[config.mk]
export PLATFORM = sky130hd
export DESIGN_NAME = cpu_debug_scanner
export DESIGN_NICKNAME = d
export VERILOG_FILES = /design/src/rtl/cpu_debug_pkg.sv /design/src/rtl/word_byte_tx.sv /design/src/rtl/cpu_debug_scanner.sv
export SDC_FILE = /design/constraint.sdc
export NUM_CORES = 1
export LEC_CHECK = 0
export ABC_AREA = 0
export CORE_UTILIZATION = 53
export DETAILED_ROUTE_END_ITERATION = 8
export PLACE_DENSITY = 0.84
export SYNTH_ARGS = -nofsm -noshare
export SYNTH_HDL_FRONTEND = slang
export SYNTH_SLANG_ARGS = --single-unit
[constraint.sdc]
create_clock -name clk -period 4.14 [get_ports clk]
set_input_delay 0.621 -clock clk [delete_from_list [all_inputs] [get_ports clk]]
set_output_delay 0.621 -clock clk [all_outputs]
set_load 0.02 [all_outputs]
[src/rtl/cpu_debug_pkg.sv]
// Shared types and constants for the CPU debug snapshot scanner.
package cpu_debug_pkg;

  // Frame walk order: header, PC, INST, registers, memory window.
  typedef enum logic [2:0] {
    ST_IDLE     = 3'd0,
    ST_HDR      = 3'd1,
    ST_PCW      = 3'd2,
    ST_INSTW    = 3'd3,
    ST_REG_ADDR = 3'd4,
    ST_REG_TX   = 3'd5,
    ST_MEM_ADDR = 3'd6,
    ST_MEM_TX   = 3'd7
  } state_e;

  localparam logic [7:0] FRAME_HDR      = 8'hA5;
  localparam int         BYTES_PER_WORD = 4;
  localparam int         NUM_REGS       = 32;

  // Bytes in one frame: header + PC + INST + registers + memory words.
  function automatic int frame_len(input int mem_words);
    return 1 + 2 * BYTES_PER_WORD + (NUM_REGS + mem_words) * BYTES_PER_WORD;
  endfunction

endpackage

[src/rtl/word_byte_tx.sv]
// Serialises one loaded 32-bit word as 4 bytes, MSB first.
// Handshake: a byte moves on a clock edge where valid_o && ready_i; while
// valid_o is high and ready_i low, data_o and last_o are held, and valid_o
// only drops after the 4th byte has moved.
module word_byte_tx
  import cpu_debug_pkg::*;
(
  input  logic        clk,
  input  logic        rst_n,
  input  logic        load_i,
  input  logic [31:0] word_i,
  input  logic        last_i,
  input  logic        ready_i,
  output logic        valid_o,
  output logic [7:0]  data_o,
  output logic        last_o,
  output logic        done_o
);

  logic [31:0] shreg_q, shreg_d;
  logic [1:0]  cnt_q, cnt_d;
  logic        valid_q, valid_d;
  logic        lastw_q, lastw_d;
  logic        final_byte;

  assign final_byte = (cnt_q == 2'(BYTES_PER_WORD - 1));

  // Load has priority so a new word can follow the 4th byte with no gap.
  always_comb begin
    shreg_d = shreg_q;
    cnt_d   = cnt_q;
    valid_d = valid_q;
    lastw_d = lastw_q;
    if (load_i) begin
      shreg_d = word_i;
      cnt_d   = 2'd0;
      valid_d = 1'b1;
      lastw_d = last_i;
    end else if (valid_q && ready_i) begin
      shreg_d = {shreg_q[23:0], 8'h00};
      cnt_d   = cnt_q + 2'd1;
      if (final_byte) begin
        valid_d = 1'b0;
        lastw_d = 1'b0;
      end
    end
  end

  // Shift register and byte counter state.
  always_ff @(posedge clk or negedge rst_n) begin
    if (!rst_n) begin
      shreg_q <= 32'd0;
      cnt_q   <= 2'd0;
      valid_q <= 1'b0;
      lastw_q <= 1'b0;
    end else begin
      shreg_q <= shreg_d;
      cnt_q   <= cnt_d;
      valid_q <= valid_d;
      lastw_q <= lastw_d;
    end
  end

  assign valid_o = valid_q;
  assign data_o  = shreg_q[31:24];
  assign last_o  = valid_q && lastw_q && final_byte;
  assign done_o  = valid_q && ready_i && final_byte;

endmodule

[src/rtl/cpu_debug_scanner.sv]
// Walks the CPU debug port on each start pulse and streams one snapshot
// frame (A5, PC, INST, R0..R31, memory window) as bytes.
// Handshake: a byte moves on a clock edge where out_valid && out_ready;
// out_data/out_last are stable while out_valid && !out_ready, and out_valid
// never drops without a transfer.
module cpu_debug_scanner
  import cpu_debug_pkg::*;
#(
  parameter int          MEM_WORDS = 8,
  parameter logic [31:0] MEM_BASE  = 32'd0
) (
  input  logic        clk,
  input  logic        resetn,
  input  logic        start,
  output logic [4:0]  rf_addr,
  output logic [31:0] mem_addr,
  input  logic [31:0] rf_data,
  input  logic [31:0] mem_data,
  input  logic [31:0] cpu_pc,
  input  logic [31:0] cpu_inst,
  output logic        out_valid,
  input  logic        out_ready,
  output logic [7:0]  out_data,
  output logic        out_last,
  output logic        busy,
  output logic [2:0]  dbg_state
);

  state_e      state_q, state_d;
  logic [4:0]  rf_idx_q, rf_idx_d;
  logic [31:0] mem_addr_q, mem_addr_d;
  logic [6:0]  mem_idx_q, mem_idx_d;
  logic [31:0] pc_q, pc_d;
  logic [31:0] inst_q, inst_d;

  logic        tx_load, tx_last_in, tx_valid, tx_last, tx_done;
  logic [31:0] tx_word;
  logic [7:0]  tx_data;

  // Next state, address walk and serialiser load control.
  always_comb begin
    state_d    = state_q;
    rf_idx_d   = rf_idx_q;
    mem_addr_d = mem_addr_q;
    mem_idx_d  = mem_idx_q;
    pc_d       = pc_q;
    inst_d     = inst_q;
    tx_load    = 1'b0;
    tx_word    = 32'd0;
    tx_last_in = 1'b0;
    case (state_q)
      ST_IDLE: if (start) begin
        pc_d    = cpu_pc;
        inst_d  = cpu_inst;
        state_d = ST_HDR;
      end
      ST_HDR: if (out_ready) begin
        tx_load = 1'b1;
        tx_word = pc_q;
        state_d = ST_PCW;
      end
      ST_PCW: if (tx_done) begin
        tx_load = 1'b1;
        tx_word = inst_q;
        state_d = ST_INSTW;
      end
      ST_INSTW: if (tx_done) state_d = ST_REG_ADDR;
      ST_REG_ADDR: begin
        tx_load = 1'b1;
        tx_word = rf_data;
        state_d = ST_REG_TX;
      end
      ST_REG_TX: if (tx_done) begin
        if (rf_idx_q == 5'(NUM_REGS - 1)) begin
          state_d = ST_MEM_ADDR;
        end else begin
          rf_idx_d = rf_idx_q + 5'd1;
          state_d  = ST_REG_ADDR;
        end
      end
      ST_MEM_ADDR: begin
        tx_load    = 1'b1;
        tx_word    = mem_data;
        tx_last_in = (mem_idx_q == 7'(MEM_WORDS - 1));
        state_d    = ST_MEM_TX;
      end
      ST_MEM_TX: if (tx_done) begin
        if (mem_idx_q == 7'(MEM_WORDS - 1)) begin
          rf_idx_d   = 5'd0;
          mem_addr_d = MEM_BASE;
          mem_idx_d  = 7'd0;
          state_d    = ST_IDLE;
        end else begin
          mem_idx_d  = mem_idx_q + 7'd1;
          mem_addr_d = mem_addr_q + 32'd4;
          state_d    = ST_MEM_ADDR;
        end
      end
      default: state_d = ST_IDLE;
    endcase
  end

  // FSM state, address counters and PC/INST snapshot.
  always_ff @(posedge clk or negedge resetn) begin
    if (!resetn) begin
      state_q    <= ST_IDLE;
      rf_idx_q   <= 5'd0;
      mem_addr_q <= MEM_BASE;
      mem_idx_q  <= 7'd0;
      pc_q       <= 32'd0;
      inst_q     <= 32'd0;
    end else begin
      state_q    <= state_d;
      rf_idx_q   <= rf_idx_d;
      mem_addr_q <= mem_addr_d;
      mem_idx_q  <= mem_idx_d;
      pc_q       <= pc_d;
      inst_q     <= inst_d;
    end
  end

  word_byte_tx u_tx (
    .clk     (clk),
    .rst_n   (resetn),
    .load_i  (tx_load),
    .word_i  (tx_word),
    .last_i  (tx_last_in),
    .ready_i (out_ready),
    .valid_o (tx_valid),
    .data_o  (tx_data),
    .last_o  (tx_last),
    .done_o  (tx_done)
  );

  // The header byte comes straight from the FSM; everything else from u_tx.
  assign out_valid = (state_q == ST_HDR) || tx_valid;
  assign out_data  = (state_q == ST_HDR) ? FRAME_HDR : tx_data;
  assign out_last  = tx_last;
  assign busy      = (state_q != ST_IDLE);
  assign rf_addr   = rf_idx_q;
  assign mem_addr  = mem_addr_q;
  assign dbg_state = state_q;

endmodule

# Word level (Yosys, flattened, before mapping)
# Cells that the tools add are included.
# Widths: inputs -> output; s select.
classes:
  add_sub_neg: 4
  n_mul: 0
  div_mod_pow: 0
  n_lt_le_gt_ge: 0
  n_eq_ne: 18
  n_shift: 0
  n_mux: 32
  bitwise_logic: 0
  reduce_logical: 16
op_table:
  columns: ["cell", "n"]
  rows:
  - ["$mux 32", 5]
  - ["$pmux 32 s4", 1]
  - ["$add 32x3->32 const B", 1]
  - ["$pmux 3 s8", 1]
  - ["$mux 3", 7]
  - ["$mux 5", 4]
  - ["$ne 2x2->1 const B", 8]
  - ["$eq 3x3->1 const B", 4]
  - ["$pmux 5 s2", 1]
  - ["$mux 8", 1]
  - ["$add 7x1->7 const B", 1]
  - ["$eq 7x3->1 const B", 1]
  - ["$mux 1", 7]
  - ["$mux 7", 1]
  - ["$eq 3x2->1 const B", 2]
  - ["$mux 2", 3]
  - ["$reduce_and 2->1", 3]
  - ["$reduce_and 6->1", 1]
  - ["$reduce_bool 2->1", 3]
  - ["$add 5x1->5 const B", 1]
  - ["$eq 5x5->1 const B", 1]
  - ["$reduce_and 5->1", 1]
  - ["$logic_and 1x1->1", 4]
  - ["$eq 3x1->1 const B", 1]
  - ["other kinds (7)", 7]
totals:
  register_bits: 147
  latchBits: 0
  ram_bits: 0
  romBits: 0
  inputBits: 132
  output_inout_bits: 51
  wordCells: 80
  mem_count: 0

# Longest topological paths before layout
depth:
  ltp_word: 6
  mapped_depth: 8
  ltp_nobuf: 7

# Hierarchy
# A second synthesis with hierarchy kept.
unflattened:
  cells_unflattened: 733
  hier_area_um2: 7563.5
by_module_without_submodules:
  columns: ["module", "instances", "cells_each", "area_per_inst_um2", "seq_area_each_um2"]
  rows:
  - ["cpu_debug_scanner", 1, 535, 5559.1, 2727.6]
  - ["word_byte_tx", 1, 198, 2004.4, 900.9]

# Worst setup path before layout
# No wires, ideal clock.
synth_path:
  path_type: "register to register"
  start: "register state_q[1], in the netlist dbg_state[1]"
  end: "register pc_q[21]"
  setup_time_ps: 125
  t_arrival_ps: 2038
  t_required_ps: 4015
  setup_slack_ps: 1978
  stages_incl_launch_ff: 6
  n_path_buf: 2
  period_less_slack_ps: 2162
  path_cell_list: "dfrtp_1 buf_2 or3_1 nor2_2 buf_2 mux2_2"
synth_between:
  elab_chain_len: 2
synth_lines:
  columns: ["item", "line_no", "rtl"]
  rows:
  - ["from (decl)", "cpu_debug_scanner.sv:29", "state_e state_q, state_d;"]
  - ["from (signal assigned)", "cpu_debug_scanner.sv:113", "state_q <= state_d;"]
  - ["$logic_not 3->1", "cpu_debug_scanner.sv:51", "case (state_q)"]
  - ["$reduce_and 2->1 (no line)", null, null]
  - ["to (signal assigned)", "cpu_debug_scanner.sv:117", "pc_q <= pc_d;"]
  - ["to (decl)", "cpu_debug_scanner.sv:33", "logic [31:0] pc_q, pc_d;"]
# Every way passes these cells.
# A chain may end at the register's enable or synchronous reset.

# Final worst setup path
layout_path:
  start: "register state_q[0], in the netlist dbg_state[0]"
  end: "output port out_valid"
layout_between:
  elab_chain_len: 2
layout_lines:
  columns: ["item", "line_no", "rtl"]
  rows:
  - ["$eq 3x1->1", "cpu_debug_scanner.sv:136", "assign out_valid = (state_q == ST_HDR) || tx_valid;"]
  - ["$logic_or 1x1->1", "cpu_debug_scanner.sv:136", null]
  - ["to (decl)", "cpu_debug_scanner.sv:21", "output logic out_valid,"]
# Every way passes these cells.

==> flow_metrics.tcl <==
set metrics [dict create \
    outcome "completed" \
    place.detailed.hpwl_microns 13100 \
    grt_use_met2 0.471 \
    rsz0062_at_grt "no" \
    cts-hold-fix-buffers 0 \
    floorplan.io_pins 183 \
    worst_ir_drop_vdd_mv 0.390 \
    worst-slew-pin-transition_ns 0.914 \
    tritoncts_clock_tree "built" \
    finalWorstPathRequiredPeriod_ns 3.23 \
    number_of_maximum_capacitance_constraint_violations 0 \
    synth.avg_cell_area_sq_um 11.2 \
    worstPathMaxFanout 16 \
    port_buffers 180 \
    placementRows 42 \
    report.final.slew_viol_count 0 \
    maxClockFrequency_mhz 310 \
    core_sq_mm 0.0133 \
    layout_common_cells "179 x clkdlybuf4s50_1, 144 x dfrtp_1, 77 x mux2_2" \
    clock_latency_ns 0.42 \
    avgRoutedWirePerCell_microns 19.0 \
    cts_max_level 4 \
    ys_ff_latch 145 \
    critical_path_endpoint_category "output port" \
    remaining_drc_errors 0 \
    hold_class "in2async" \
    maxSlewHeadroom 0.391 \
    final.period_utilization 0.780 \
    postCtsSetupBuffers 0 \
    syn_area_sq_mm 0.00724 \
    timing.critical_path.arrival_ns 2.61 \
    finalClockSkew_ns 0.00794 \
    r2r_slack_ns 1.27 \
    routed_wl_microns 19000 \
    number_of_antenna_violations_at_the_first_check_in_global_routing 0 \
    drive_gt1_frac 0.171 \
    setup_viol 0 \
    final.fill_count 916 \
    gp_routability_congestion 0.871 \
    grt_remaining_overflow 0 \
    use_met1 0.360 \
    synth-edff-count 0 \
    grt_usage 0.285 \
    total_leakage_power_nw 4.10 \
    origin_of_the_critical_flop_to_flop_path "dbg_state[1]" \
    gr-usage-met3 0.0699 \
    dieHeight_microns 119 \
    post-place-cells 970 \
    initial_utilization 0.545 \
    totalNegativeSetupSlack_ns 0 \
    worst_r2r_endpoint "u_tx.shreg_q[30]" \
    count_of_different_cell_masters_after_synthesis 52 \
    async_flop_share 1.00 \
    numCtsBuffers 17 \
    busiest_layer "met2" \
    power_density_mw_per_mm2 557 \
    layout.cells.non_filler 1002 \
    yosysSeqAreaShare 0.501 \
    synth_warnings 0 \
    yosys_most_used_dff "dfrtp_1" \
    cts_repair_resize_count 0 \
    drtPass1Iterations 7 \
    grt_pass1_vias 6235 \
    cell_depth_of_the_worst_flop_to_flop_path 6 \
    final_common_cell "clkdlybuf4s50_1" \
    clock_path_buffers 2 \
    first_iter_violations 692 \
    die-width_microns 119 \
    drtAntennaViolNets 0 \
    final_core_util 0.737 \
    worst_setup_path_start_kind "register" \
    syn-instance-count 649 \
    num-nets-final 950 \
    fin_hold_viols 0 \
    num_vias 6280 \
    grt_max_degree 102 \
    cts_sinks 145 \
    routed_via_density 6.27 \
    clock-root-buffer "clkbuf_16" \
    crit_type "reg2out" \
    design.die.area_sq_mm 0.0141 \
    worst-endpoint-required_ns 3.52 \
    syn2layout_area_growth_pct 35.2 \
    grt_first_pass_wirelength_microns 31400 \
    antenna_cells_inserted 0 \
    clk_pin_slew_worst_paths_ns 0.06 \
]
==> power by group <==
| part | internal (mW) | switching [mW] |
|---|---|---|
| sequential | 1.92 | 0.388 |
| combinational | 0.846 | 0.723 |
| clock | 0.953 | 0.621 |
| total | 3.72 | 1.73 |
==> final cells by class <==
cell class | count | area (sq um) | share of cell area
sequential | 145 | 3630 | 0.371
multi-input combinational | 448 | 3390 | 0.346
timing repair buffer | 195 | 1930 | 0.197
clock buffer | 17 | 425 | 0.0434
tap | 176 | 220 | 0.0225
clock inverter | 15 | 178 | 0.0181
inverter | 6 | 22.5 | 0.00230
==> state kept, by name, summed over array words and instances (netlist names) <==
register	count
dbg_state	3
inst_q	32
mem_addr	30
mem_idx_q	7
pc_q	32
rf_addr	5
u_tx.cnt_q	2
u_tx.lastw_q	1
u_tx.shreg_q	32
u_tx.valid_o	1
==> cell usage after synthesis, types with 7 or more instances <==
cell,count,area [sq um]
xnor2_1,7,61.3
mux2i_1,14,140
mux2_2,77,867
nor2_1,18,67.6
buf_2,20,100
clkbuf_1,27,101
a21oi_1,49,245
a211oi_1,19,143
and3_1,23,144
o21ai_0,26,130
dfrtp_1,145,3630
o31ai_1,20,150
nand2_1,31,116
or3_1,8,50.1
nand3_1,20,100
a221o_1,18,180
or4_1,18,135
nand4_1,18,113
a222oi_1,18,180
==> worst max-delay path by stage <==
stage                 start            to  depth (start not counted)
4_1_cts        dbg_state[0]     out_valid                          3
5_1_grt        dbg_state[0]     out_valid                          3
3_5_place_dp      out_ready  mem_addr[23]                          6
3_3_place_gp      out_ready  mem_addr[26]                          6
6_report       dbg_state[0]     out_valid                          3
2_1_floorplan  dbg_state[1]      pc_q[21]                          5
==> per-stage QoR <==
| stage | total power, mW | hold slack, ns | worst slack, ns | instance area (sq um) |
|---|---|---|---|---|
| 6_report | 5.45 | 0.276 | 0.910 | 9790 |
| 5_1_grt | 5.74 | 0.347 | 0.821 | 9790 |
| 4_1_cts | 5.46 | 0.336 | 0.937 | 9790 |
| 3_5_place_dp | 3.87 | 0.471 | 1.12 | 9190 |
| 3_3_place_gp | 3.78 | 0.462 | 1.20 | 9190 |
| 2_1_floorplan | 3.25 | 0.325 | 1.98 | 7250 |
==> per-layer routing <==
layer,up-vias,share of wire
li1,2829,-
met1,3099,0.40
met2,312,0.50
met3,40,0.076
met4,0,0.023
met5,-,0
==> cell families after synthesis <==
group | Yosys count | synth area share
adder cells (fa/ha/maj) | 5 | 0.00864
AND/OR/NAND/NOR | 171 | 0.138
multiplexers | 97 | 0.148
buffers and inverters | 57 | 0.0351
flip-flops | 145 | 0.501
AO/OA/AOI/OAI | 165 | 0.159
other | 1 | 0.000518
XOR/XNOR | 8 | 0.00968
==> worst max-delay path, stage by stage, from the launching register on <==
cell and delay, ns:
dfrtp_1 0.67, nor3b_2 0.63, or2_2 0.23, clkdlybuf4s50_1 0.65
Power figures use the tool's default switching activity.
